$ cat src/rtl/cpu_pkg.sv
// rtl/cpu_pkg.sv - shared widths, opcodes, ALU codes, field positions and FSM states for the 18-bit CPU
package cpu_pkg;

  localparam int DATA_W = 18;
  localparam int ADDR_W = 10;
  localparam int SEL_W  = 4;
  localparam int OP_W   = 4;
  localparam int IMM_W  = 6;

  localparam int OP_MSB   = 17;
  localparam int OP_LSB   = 14;
  localparam int RD_MSB   = 13;
  localparam int RD_LSB   = 10;
  localparam int RS_MSB   = 9;
  localparam int RS_LSB   = 6;
  localparam int RT_MSB   = 5;
  localparam int RT_LSB   = 2;
  localparam int IMM_MSB  = 5;
  localparam int ADDR_MSB = 9;

  localparam logic [OP_W-1:0] OP_ADD  = 4'b0000;
  localparam logic [OP_W-1:0] OP_AND  = 4'b0001;
  localparam logic [OP_W-1:0] OP_NAND = 4'b0010;
  localparam logic [OP_W-1:0] OP_NOR  = 4'b0011;
  localparam logic [OP_W-1:0] OP_ADDI = 4'b0100;
  localparam logic [OP_W-1:0] OP_ANDI = 4'b0101;
  localparam logic [OP_W-1:0] OP_LD   = 4'b0110;
  localparam logic [OP_W-1:0] OP_ST   = 4'b0111;
  localparam logic [OP_W-1:0] OP_JUMP = 4'b1000;
  localparam logic [OP_W-1:0] OP_BEQ  = 4'b1001;
  localparam logic [OP_W-1:0] OP_HALT = 4'b1111;

  localparam logic [1:0] ALU_ADD  = 2'b00;
  localparam logic [1:0] ALU_AND  = 2'b01;
  localparam logic [1:0] ALU_NAND = 2'b10;
  localparam logic [1:0] ALU_NOR  = 2'b11;

  typedef enum logic [2:0] {
    ST_IDLE,
    ST_FETCH,
    ST_DECODE,
    ST_EXEC,
    ST_MEM,
    ST_WB,
    ST_HALT
  } state_e;

  function automatic logic [DATA_W-1:0] sext_imm(input logic [IMM_W-1:0] imm);
    return {{(DATA_W-IMM_W){imm[IMM_W-1]}}, imm};
  endfunction

endpackage

$ cat src/rtl/cpu_instr_decoder.sv
// rtl/cpu_instr_decoder.sv - combinational split of an instruction word into fields and class flags
import cpu_pkg::*;

module cpu_instr_decoder (
  input  logic [DATA_W-1:0] ir,
  output logic [SEL_W-1:0]  rd,
  output logic [SEL_W-1:0]  rs,
  output logic [SEL_W-1:0]  rt,
  output logic [DATA_W-1:0] imm_sext,
  output logic [ADDR_W-1:0] addr10,
  output logic [1:0]        alu_ctrl,
  output logic              is_alu,
  output logic              is_alu_imm,
  output logic              is_ld,
  output logic              is_st,
  output logic              is_jump,
  output logic              is_beq,
  output logic              is_halt,
  output logic              is_illegal
);

  logic [OP_W-1:0] op;

  always_comb begin
    op         = ir[OP_MSB:OP_LSB];
    rd         = ir[RD_MSB:RD_LSB];
    rs         = ir[RS_MSB:RS_LSB];
    rt         = ir[RT_MSB:RT_LSB];
    imm_sext   = sext_imm(ir[IMM_MSB:0]);
    addr10     = ir[ADDR_MSB:0];
    alu_ctrl   = ALU_ADD;
    is_alu     = 1'b0;
    is_alu_imm = 1'b0;
    is_ld      = 1'b0;
    is_st      = 1'b0;
    is_jump    = 1'b0;
    is_beq     = 1'b0;
    is_halt    = 1'b0;
    is_illegal = 1'b0;
    case (op)
      OP_ADD:  begin is_alu = 1'b1; alu_ctrl = ALU_ADD;  end
      OP_AND:  begin is_alu = 1'b1; alu_ctrl = ALU_AND;  end
      OP_NAND: begin is_alu = 1'b1; alu_ctrl = ALU_NAND; end
      OP_NOR:  begin is_alu = 1'b1; alu_ctrl = ALU_NOR;  end
      OP_ADDI: begin is_alu = 1'b1; is_alu_imm = 1'b1; alu_ctrl = ALU_ADD; end
      OP_ANDI: begin is_alu = 1'b1; is_alu_imm = 1'b1; alu_ctrl = ALU_AND; end
      OP_LD:   is_ld      = 1'b1;
      OP_ST:   is_st      = 1'b1;
      OP_JUMP: is_jump    = 1'b1;
      OP_BEQ:  is_beq     = 1'b1;
      OP_HALT: is_halt    = 1'b1;
      default: is_illegal = 1'b1;
    endcase
  end

endmodule

$ cat src/rtl/cpu_control_unit.sv
// rtl/cpu_control_unit.sv - multicycle fetch/decode/execute controller with registered outputs
import cpu_pkg::*;

module cpu_control_unit (
  input  logic              Clock,
  input  logic              Clear_n,
  output logic              InstrReq,
  output logic [ADDR_W-1:0] InstrAddr,
  input  logic              InstrValid,
  input  logic [DATA_W-1:0] InstrData,
  output logic              MemReq,
  output logic              MemWE,
  output logic [ADDR_W-1:0] MemAddr,
  output logic [DATA_W-1:0] MemWData,
  input  logic              MemValid,
  input  logic [DATA_W-1:0] MemRData,
  output logic [SEL_W-1:0]  ReadSelect1,
  output logic [SEL_W-1:0]  ReadSelect2,
  input  logic [DATA_W-1:0] ReadData1,
  input  logic [DATA_W-1:0] ReadData2,
  output logic [SEL_W-1:0]  WriteSelect,
  output logic [DATA_W-1:0] WriteData,
  output logic              WriteEnable,
  output logic [DATA_W-1:0] ALU_A,
  output logic [DATA_W-1:0] ALU_B,
  output logic [1:0]        ALUControl,
  input  logic [DATA_W-1:0] ALUResult,
  output logic              Halted,
  output logic              IllegalOp
);

  state_e            state_q, state_d;
  logic [ADDR_W-1:0] pc_q, pc_d;
  logic [DATA_W-1:0] ir_q, ir_d;
  logic [DATA_W-1:0] a_q, a_d;
  logic [DATA_W-1:0] b_q, b_d;
  logic [DATA_W-1:0] result_q, result_d;

  logic              instr_req_q, instr_req_d;
  logic [ADDR_W-1:0] instr_addr_q, instr_addr_d;
  logic              mem_req_q, mem_req_d;
  logic              mem_we_q, mem_we_d;
  logic [ADDR_W-1:0] mem_addr_q, mem_addr_d;
  logic [DATA_W-1:0] mem_wdata_q, mem_wdata_d;
  logic [SEL_W-1:0]  rsel1_q, rsel1_d;
  logic [SEL_W-1:0]  rsel2_q, rsel2_d;
  logic [SEL_W-1:0]  wsel_q, wsel_d;
  logic [DATA_W-1:0] wdata_q, wdata_d;
  logic              we_q, we_d;
  logic [DATA_W-1:0] alu_a_q, alu_a_d;
  logic [DATA_W-1:0] alu_b_q, alu_b_d;
  logic [1:0]        alu_ctrl_q, alu_ctrl_d;
  logic              halted_q, halted_d;
  logic              illegal_q, illegal_d;

  logic [SEL_W-1:0]  dec_rd, dec_rs, dec_rt;
  logic [DATA_W-1:0] dec_imm_sext;
  logic [ADDR_W-1:0] dec_addr10;
  logic [1:0]        dec_alu_ctrl;
  logic dec_alu, dec_alu_imm, dec_ld, dec_st, dec_jump, dec_beq, dec_halt, dec_illegal;
  logic [ADDR_W-1:0] pc_inc;

  // Decoding the next IR lets every state-entry output be registered on the edge that enters it.
  always_comb begin
    ir_d = ir_q;
    if (state_q == ST_FETCH && InstrValid) ir_d = InstrData;
  end

  cpu_instr_decoder u_decoder (
    .ir         (ir_d),
    .rd         (dec_rd),
    .rs         (dec_rs),
    .rt         (dec_rt),
    .imm_sext   (dec_imm_sext),
    .addr10     (dec_addr10),
    .alu_ctrl   (dec_alu_ctrl),
    .is_alu     (dec_alu),
    .is_alu_imm (dec_alu_imm),
    .is_ld      (dec_ld),
    .is_st      (dec_st),
    .is_jump    (dec_jump),
    .is_beq     (dec_beq),
    .is_halt    (dec_halt),
    .is_illegal (dec_illegal)
  );

  always_comb begin
    state_d  = state_q;
    pc_d     = pc_q;
    a_d      = a_q;
    b_d      = b_q;
    result_d = result_q;
    pc_inc   = pc_q + 10'd1;
    case (state_q)
      ST_IDLE:  state_d = ST_FETCH;
      ST_FETCH: if (InstrValid) state_d = ST_DECODE;
      ST_DECODE: begin
        a_d = ReadData1;
        b_d = ReadData2;
        if (dec_alu || dec_beq) begin
          state_d = ST_EXEC;
        end else if (dec_ld || dec_st) begin
          state_d = ST_MEM;
        end else if (dec_jump) begin
          pc_d    = dec_addr10;
          state_d = ST_FETCH;
        end else if (dec_halt) begin
          state_d = ST_HALT;
        end else begin
          pc_d    = pc_inc;
          state_d = ST_FETCH;
        end
      end
      ST_EXEC: begin
        if (dec_beq) begin
          pc_d    = (a_q == b_q) ? pc_inc + dec_imm_sext[ADDR_W-1:0] : pc_inc;
          state_d = ST_FETCH;
        end else begin
          result_d = ALUResult;
          state_d  = ST_WB;
        end
      end
      ST_MEM: begin
        if (MemValid) begin
          if (dec_st) begin
            pc_d    = pc_inc;
            state_d = ST_FETCH;
          end else begin
            result_d = MemRData;
            state_d  = ST_WB;
          end
        end
      end
      ST_WB: begin
        pc_d    = pc_inc;
        state_d = ST_FETCH;
      end
      ST_HALT: state_d = ST_HALT;
      default: state_d = ST_IDLE;
    endcase
  end

  // Outputs are a function of the state being entered, so they are stable for the whole state.
  always_comb begin
    instr_req_d  = 1'b0;
    instr_addr_d = '0;
    mem_req_d    = 1'b0;
    mem_we_d     = 1'b0;
    mem_addr_d   = '0;
    mem_wdata_d  = '0;
    rsel1_d      = '0;
    rsel2_d      = '0;
    wsel_d       = '0;
    wdata_d      = '0;
    we_d         = 1'b0;
    alu_a_d      = '0;
    alu_b_d      = '0;
    alu_ctrl_d   = '0;
    halted_d     = 1'b0;
    illegal_d    = 1'b0;
    case (state_d)
      ST_FETCH: begin
        instr_req_d  = 1'b1;
        instr_addr_d = pc_d;
      end
      ST_DECODE: begin
        rsel1_d   = (dec_st || dec_beq) ? dec_rd : dec_rs;
        rsel2_d   = dec_beq ? dec_rs : dec_rt;
        illegal_d = dec_illegal;
      end
      ST_EXEC: begin
        if (!dec_beq) begin
          alu_a_d    = a_d;
          alu_b_d    = dec_alu_imm ? dec_imm_sext : b_d;
          alu_ctrl_d = dec_alu_ctrl;
        end
      end
      ST_MEM: begin
        mem_req_d   = 1'b1;
        mem_we_d    = dec_st;
        mem_addr_d  = dec_addr10;
        mem_wdata_d = a_d;
      end
      ST_WB: begin
        we_d    = 1'b1;
        wsel_d  = dec_rd;
        wdata_d = result_d;
      end
      ST_HALT: halted_d = 1'b1;
      default: ;
    endcase
  end

  always_ff @(posedge Clock or negedge Clear_n) begin
    if (!Clear_n) begin
      state_q      <= ST_IDLE;
      pc_q         <= '0;
      ir_q         <= '0;
      a_q          <= '0;
      b_q          <= '0;
      result_q     <= '0;
      instr_req_q  <= 1'b0;
      instr_addr_q <= '0;
      mem_req_q    <= 1'b0;
      mem_we_q     <= 1'b0;
      mem_addr_q   <= '0;
      mem_wdata_q  <= '0;
      rsel1_q      <= '0;
      rsel2_q      <= '0;
      wsel_q       <= '0;
      wdata_q      <= '0;
      we_q         <= 1'b0;
      alu_a_q      <= '0;
      alu_b_q      <= '0;
      alu_ctrl_q   <= '0;
      halted_q     <= 1'b0;
      illegal_q    <= 1'b0;
    end else begin
      state_q      <= state_d;
      pc_q         <= pc_d;
      ir_q         <= ir_d;
      a_q          <= a_d;
      b_q          <= b_d;
      result_q     <= result_d;
      instr_req_q  <= instr_req_d;
      instr_addr_q <= instr_addr_d;
      mem_req_q    <= mem_req_d;
      mem_we_q     <= mem_we_d;
      mem_addr_q   <= mem_addr_d;
      mem_wdata_q  <= mem_wdata_d;
      rsel1_q      <= rsel1_d;
      rsel2_q      <= rsel2_d;
      wsel_q       <= wsel_d;
      wdata_q      <= wdata_d;
      we_q         <= we_d;
      alu_a_q      <= alu_a_d;
      alu_b_q      <= alu_b_d;
      alu_ctrl_q   <= alu_ctrl_d;
      halted_q     <= halted_d;
      illegal_q    <= illegal_d;
    end
  end

  assign InstrReq    = instr_req_q;
  assign InstrAddr   = instr_addr_q;
  assign MemReq      = mem_req_q;
  assign MemWE       = mem_we_q;
  assign MemAddr     = mem_addr_q;
  assign MemWData    = mem_wdata_q;
  assign ReadSelect1 = rsel1_q;
  assign ReadSelect2 = rsel2_q;
  assign WriteSelect = wsel_q;
  assign WriteData   = wdata_q;
  assign WriteEnable = we_q;
  assign ALU_A       = alu_a_q;
  assign ALU_B       = alu_b_q;
  assign ALUControl  = alu_ctrl_q;
  assign Halted      = halted_q;
  assign IllegalOp   = illegal_q;

endmodule
$ cat config.mk
export PLATFORM = sky130hd
export DESIGN_NAME = cpu_control_unit
export DESIGN_NICKNAME = d
export VERILOG_FILES = /design/src/rtl/cpu_pkg.sv /design/src/rtl/cpu_instr_decoder.sv /design/src/rtl/cpu_control_unit.sv
export SDC_FILE = /design/constraint.sdc
export NUM_CORES = 1
export LEC_CHECK = 0
export BUFFER_PORTS_ARGS = -buffer_cell sky130_fd_sc_hd__buf_2
export CORE_UTILIZATION = 45
export CTS_CLUSTER_DIAMETER = 40
export DETAILED_ROUTE_END_ITERATION = 12
export PLACE_DENSITY = 0.72
export SLEW_MARGIN = 20
export SYNTH_ARGS = -nofsm -noshare
export SYNTH_HDL_FRONTEND = slang
export SYNTH_HIERARCHICAL = 1
export SYNTH_SLANG_ARGS = --single-unit
$ cat constraint.sdc
create_clock -name Clock -period 6.7 [get_ports Clock]
set_input_delay 0.335 -clock Clock [delete_from_list [all_inputs] [get_ports Clock]]
set_output_delay 0.335 -clock Clock [all_outputs]
set_load 0.05 [all_outputs]
==> results of run 1 <==
## cell usage after synthesis (8+ instances only)
master    count
nand3_1       9
mux2_2       21
nor2_1       64
nand2_1     101
xnor2_1      10
nor2b_1       8
a22o_1       18
buf_2        13
and3_1       14
ha_1         10
mux2i_1      27
dfrtp_1     179
a21oi_1      41
nand2b_1     29
xor2_1       21
buf_4        41
clkbuf_1     21
and2_1       13
inv_1        33
o21ai_0      22
## final cells by class
cell class                 count  area (um2)
timing repair buffer         213        1092
sequential                   179        4479
inverter                      33       123.9
clock buffer                  18       439.2
multi-input combinational    495        3194
fill                        1586        8239
clock inverter                14       170.2
tap                          229       286.5
## critical path, stage by stage (launching register included)
cell,delay (ns)
dfrtp_1,0.69
nor4bb_4,0.28
buf_4,0.27
nand2_1,0.08
nand2_1,0.25
nand2b_2,0.13
nor2_1,0.76
a21oi_1,0.34
nand2_1,0.18
nand2b_1,0.06
a21o_1,0.19
or4_4,0.66
a21oi_1,0.22
## metrics by stage
stage / power [mW] / setup slack [ns] / util [%] / cells
finish: 5.030 / 2.460 / 54.29 / 1181
CTS: 5.061 / 2.474 / 54.29 / 1181
global route: 5.397 / 2.077 / 54.29 / 1181
detailed placement: 4.026 / 2.496 / 50.91 / 1149
global placement: 3.978 / 2.686 / 50.91 / 1149
floorplan: 3.643 / 3.224 / - / 789
## worst paths after layout
check / endpoint / slack (ns) / cells after the start
min: MemWData[3] / 0.04 / 1
max reg2reg: ALU_B[11] / 2.46 / 12
max: ALU_B[11] / 2.46 / 12
min in group Clock: WriteData[0] / 0.12 / 2
min reg2reg: ir_q[13] / 0.49 / 2
max in group asynchronous: pc_q[4] / 5.19 / 2
## state kept, by name (all words and copies together), names as in the netlist, 18 cells and up
register	count
b_q	18
ALU_B	18
MemWData	18
ALU_A	18
ir_q	18
WriteData	18
a_q	18
## power groups by stage
| stage | sequential, mW | combinational, mW | clock, mW |
|---|---|---|---|
| after floorplan | 2.13 | 1.52 | 0 |
| after global routing | 1.67 | 2.64 | 1.09 |
| after global placement | 1.64 | 2.34 | 0 |
| after detailed placement | 1.65 | 2.38 | 0 |
| final | 1.63 | 2.39 | 1.02 |
| after CTS | 1.63 | 2.40 | 1.04 |
## layer usage
metal	up-vias	part of all wire (%)	global-route usage (%)
met1	2891	44	27.27
met5	-	0	0
met3	26	6.0	4.305
met4	0	1.5	6.899
met2	236	48	34.51
li1	2922	-	-
## kinds of logic (layout without fill, tap and decap cells)
family                   Yosys count  count (layout)  share of synthesized area [%]
flip-flops                       179             179                          54.08
buffers and inverters            115             278                          7.644
AND/OR/NAND/NOR                  273             273                          16.51
AO/OA/AOI/OAI                    132             132                          10.62
XOR/XNOR                          31              31                          3.278
adder cells (fa/ha/maj)           11              11                          1.752
multiplexers                      48              48                          6.118
==> results.md, run 1 <==
- Initial DRC Count: 268
- Core box area: 18020 um2
- Grt total ovfl: 0
- Drt drc: 0
- Max-slew violations: 0
- Worst setup path startpoint: state_q[0]
- Via density: 5.144
- Synth area leader: dfrtp_1
- Clock power frac: 20.2%
- Slew margin rel.: 28.21%
- CP max FO: 38
- CTS tree: done
- Setup violations, final: 0
- Die area: 18950 um2
- Number of global-route vias before repair: 6093
- Distinct cells, synth: 67
- Post-synth EDFFs: 0
- Design area: 9786 um2
- Syn Std Cell Area: 8283 um2
- Crit path time final: 4.240 ns
- Final net count: 1044
- Share of cells above drive strength 1: 29.62%
- Worst min path class: in -> async
- Switching share of power: 45.31%
- Final hold violation count: 0
- First-pass GRT wire length: 30.57 mm
- Register clock-pin slew on the reported worst setup and hold paths: 0.07 ns
- DRT antenna net count: 0
- Clock Latency Late Sink: 0.42 ns
- Slew @ Worst Pin: 1.073 ns
- DR WL/cell: 15.60 um
- Setup Skew: 0.01100 ns
- Depth of the CTS H-tree: 4
- GRT Overall Usage: 20.90%
- Status: complete, no violations
- Comb power frac: 47.5%
- Ys flop type: dfrtp_1
- Sink Count: 179
- # diodes: 0
- Tcrit/Tclk final: 63.29%
- Starting Density: 45.95%
- I/O pin cnt: 206
- Synth Net Count: 894
- Area contributors post-synth: dfrtp_1 (54%), nand2_1 (4.6%), buf_4 (3.7%), mux2i_1 (3.3%), nor2_1 (2.9%)
- Synth top area share: 54.08%
- Most frequent cells in the layout: buf_2 (204), dfrtp_1 (179), nand2_1 (101)
- RePlAce Congestion: 0.8625
- Die W: 137.7 um
- Final Hold Slack: 0.03960 ns
- CTS buffer count: 17
- Root buf cell: clkbuf_16
- Post-CTS setup buffer count: 0
- Register area share after synthesis: 54.08%
- DRT Wirelength: 18.42 mm
- PortBufs: 205
- Detailed Place HPWL: 13.12 mm
- Asr flop ratio synth: 100.0%
- Pre-antenna DRT Iters: 4
- Number of warnings issued by yosys: 6
- Max cap viols: 0
- Critical Path AT: 4.58 ns
- Area delta synth->final: 18.14%
- Most common cell after layout, fill and taps aside: buf_2
- CTS max path bufs: 2
- Leakage power: 5.130 nW
- Critical path class: reg -> reg
- Row count: 49
- Hold_buf cts: 0
- Cell Int Power: 2.751 mW
- Max Fclk: 235.8 MHz
- Flop pwr share: 32.3%
- P_sw: 2.279 mW
- RSZ-0062 raised after global routing: no
- Avg Cell Area, Syn: 10.50 um2
- Required @ worst endpoint: 7.04 ns
- Pin count of the biggest net entering global routing: 112
- Post_cts resized: 0
- Initial antenna violation count: 0
- Reg-to-Reg Start: state_q[0]
- PwrDens: 514.0 nW/um2
- Startpoint types: register
- DIE HEIGHT: 137.7 um
- Setup_tns: 0 ns
- Kind of end point of the critical path: register
- Peak supply drop: 0.0002425 V
- Placed cell area: 9176 um2
- Post-Synthesis Cells: 789
- FF+latch count, synth: 179
- Routed vias: 6075
(Power assumes the default switching activity.)
==> inputs of run 2 (changes only) <==
--- a/config.mk
+++ b/config.mk
@@ -9,7 +9,7 @@
 export CORE_UTILIZATION = 45
 export CTS_CLUSTER_DIAMETER = 40
 export DETAILED_ROUTE_END_ITERATION = 12
-export PLACE_DENSITY = 0.72
+export PLACE_DENSITY = 0.75
 export SLEW_MARGIN = 20
 export SYNTH_ARGS = -nofsm -noshare
 export SYNTH_HDL_FRONTEND = slang
==> constraint.sdc (replaced) <==
create_clock -name Clock -period 3.6 [get_ports Clock]
set_input_delay 0.18 -clock Clock [delete_from_list [all_inputs] [get_ports Clock]]
set_output_delay 0.18 -clock Clock [all_outputs]
set_load 0.05 [all_outputs]
==> results.md, run 2 (same netlist as run 1, synthesis figures left out) <==
- Grt total ovfl: 0 (unchanged)
- Register Area: 4479 um2 (unchanged)
- I/O pin cnt: 206 (unchanged)
- Detailed Place HPWL: 13.94 mm (was 13.12 mm)
- Crit path time final: 3.377 ns (was 4.240 ns)
- Hold Path Origin: ReadData1[13]
- Pin count of the biggest net entering global routing: 105 (was 112)
- RePlAce Congestion: 0.8917 (was 0.8625)
- CTS tree: done (unchanged)
- Worst setup path startpoint: state_q[1] (was state_q[0])
- Inst Count DP: 1171 (was 1149)
- R2r worst-path depth: 10 (was 12)
- Initial DRC Count: 326 (was 268)
- DRT antenna net count: 0 (unchanged)
- Placed cell area: 9366 um2 (was 9176 um2)
- Drt drc: 0 (unchanged)
- Max Fclk: 296.1 MHz (was 235.8 MHz)
- Clock Latency Late Sink: 0.43 ns (was 0.42 ns)
- Root buf cell: clkbuf_16 (unchanged)
- Leakage power: 5.485 nW (was 5.130 nW)
- Critical Path AT: 3.74 ns (was 4.58 ns)
- Pre-antenna DRT Iters: 5 (was 4)
- Core box area: 18020 um2 (unchanged)
- Reg-to-Reg Start: state_q[1] (was state_q[0])
- Status: complete, no violations (unchanged)
- Final hold violation count: 0 (unchanged)
- Setup_tns: 0 ns (unchanged)
- Slew @ Worst Pin: 0.9552 ns (was 1.073 ns)
- DR top layer: met4 (unchanged)
- Worst min path class: in -> reg (was in -> async)
- Most frequent cells in the layout: buf_2 (204), dfrtp_1 (179), nand2_1 (101) (unchanged)
- Area delta synth->final: 26.16% (was 18.14%)
- CTS buffer count: 17 (unchanged)
- Final core occ: 57.98% (was 54.29%)
- First-pass GRT wire length: 32.01 mm (was 30.57 mm)
- Design area: 10450 um2 (was 9786 um2)
- Slew margin rel.: 36.32% (was 28.21%)
- Most common cell after layout, fill and taps aside: buf_2 (unchanged)
- Peak supply drop: 0.0005901 V (was 0.0002425 V)
- Multi-input logic area: 3197 um2 (was 3194 um2)
- Flop2flop setup slack: 0.22 ns (was 2.46 ns)
- Setup slack after layout: 0.2231 ns (was 2.460 ns)
- Routed vias: 6490 (was 6075)
- Fill count: 1528 (was 1586)
- Initial antenna violation count: 0 (unchanged)
- Routed wl met3: 1.253 mm (was 1.107 mm)
- Via density: 5.175 (was 5.144)
- GRT Overall Usage: 22.12% (was 20.90%)
- DR WL/cell: 15.95 um (was 15.60 um)
- P_sw: 4.337 mW (was 2.279 mW)
- # diodes: 0 (unchanged)
- Critical path class: reg -> reg (unchanged)
- Startpoint types: register (unchanged)
- Tcrit/Tclk final: 93.80% (was 63.29%)
- Max cap viols: 0 (unchanged)
- Switching share of power: 45.46% (was 45.31%)
- Flop pwr share: 31.4% (was 32.3%)
- Max-slew violations: 0 (unchanged)
- Metal-1 WL: 8.666 mm (was 8.183 mm)
- DIE HEIGHT: 137.7 um (unchanged)
- Worst hold stages: 3
- Comb power frac: 50.0% (was 47.5%)
- CP max FO: 19 (was 38)
- Clock power frac: 18.6% (was 20.2%)
- Register clock-pin slew on the reported worst setup and hold paths: 0.07 ns (about the same)
- Depth of the CTS H-tree: 4 (unchanged)
- Row count: 49 (unchanged)
- Kind of end point of the critical path: register (unchanged)
- Number of global-route vias before repair: 6538 (was 6093)
- Required @ worst endpoint: 3.97 ns (was 7.04 ns)
- CTS max path bufs: 2 (unchanged)
- Post-CTS setup buffer count: 0 (unchanged)
- Final std cells w/o fill: 1254 (was 1181)
- Pre-CTS WS: 0.2312 ns (was 2.496 ns)
- PortBufs: 205 (unchanged)
- Share of cells above drive strength 1: 29.76% (was 29.62%)
- WL met2: 9.770 mm (was 8.851 mm)
- Starting Density: 45.95% (unchanged)
- Setup Skew: 0.007406 ns (was 0.01100 ns)
- Final net count: 1117 (was 1044)
- Setup violations, final: 0 (unchanged)
- DRT Wirelength: 20.00 mm (was 18.42 mm)
- PwrDens: 912.8 nW/um2 (was 514.0 nW/um2)
- Cell Int Power: 5.202 mW (was 2.751 mW)
- Die area: 18950 um2 (unchanged)
- Die W: 137.7 um (unchanged)
- Sink Count: 179 (unchanged)
==> run 2: cell count changes in the layout (fill, tap and decap cells not counted), moves of 2 or more <==
cell / change
inv_8: +2
bufinv_16: -2
buf_12: +2
clkinv_4: +4
inv_6: -2
buf_4: +20
dlygate4sd3_1: +51
==> run 2: repair_timing <==
item	in CTS	in global routing
resized for setup	0	1
setup endpoints to repair	0	45
hold buffers	51	0
endpoints found under the hold margin	134	0
==> run 2: layout make-up <==
| type | instances | share of cell area, % |
|---|---|---|
| Sequential cell | 179 | 42.86 |
| Multi-Input combinational cell | 495 | 30.59 |
| Timing Repair Buffer | 286 | 17.16 |
| Clock buffer | 17 | 4.071 |
| Tap cell | 229 | 2.742 |
| Clock inverter | 15 | 1.389 |
| Inverter | 33 | 1.185 |
==> run 2: critical path: stages (launching register included) <==
cell	delay, ns
dfrtp_1	0.43
nor4bb_4	0.31
buf_4	0.21
nand2_1	0.07
nand2_1	0.20
nand2b_2	0.22
nor2_2	0.11
buf_4	0.18
nor4b_4	0.78
a22o_1	0.24
dlygate4sd3_1	0.57
==> run 2: final timing paths <==
kind,endpoint
hold reg to reg,ir_q[13]
setup / recovery,WriteData[0]
min in group asynchronous,ALU_A[4]
setup reg to reg,WriteData[0]
max in group asynchronous,MemAddr[7]
hold / removal,a_q[13]
==> run 2: stage by stage <==
step	power [mW]	hold WS, ns
final	9.539	0.01737
after global routing	10.21	0.006277
after CTS	9.582	0.003683
after detailed placement	7.680	0.3518
after global placement	7.599	0.3398
after floorplan	6.781	-0.1156
==> run 2: metal layers <==
layer | global-route usage [%] | up-vias
li1 | - | 3072
met1 | 27.67 | 3127
met2 | 37.38 | 263
met3 | 4.783 | 28
met4 | 8.059 | 0
met5 | 0 | -
==> run 2: power groups by stage <==
stage,clock network [mW],registers (mW),logic [mW]
floorplan,0,3.96,2.82
global placement,0,3.02,4.58
detailed placement,0,3.03,4.65
CTS,1.81,3.00,4.77
global route,1.91,3.07,5.23
finish,1.77,3.00,4.77
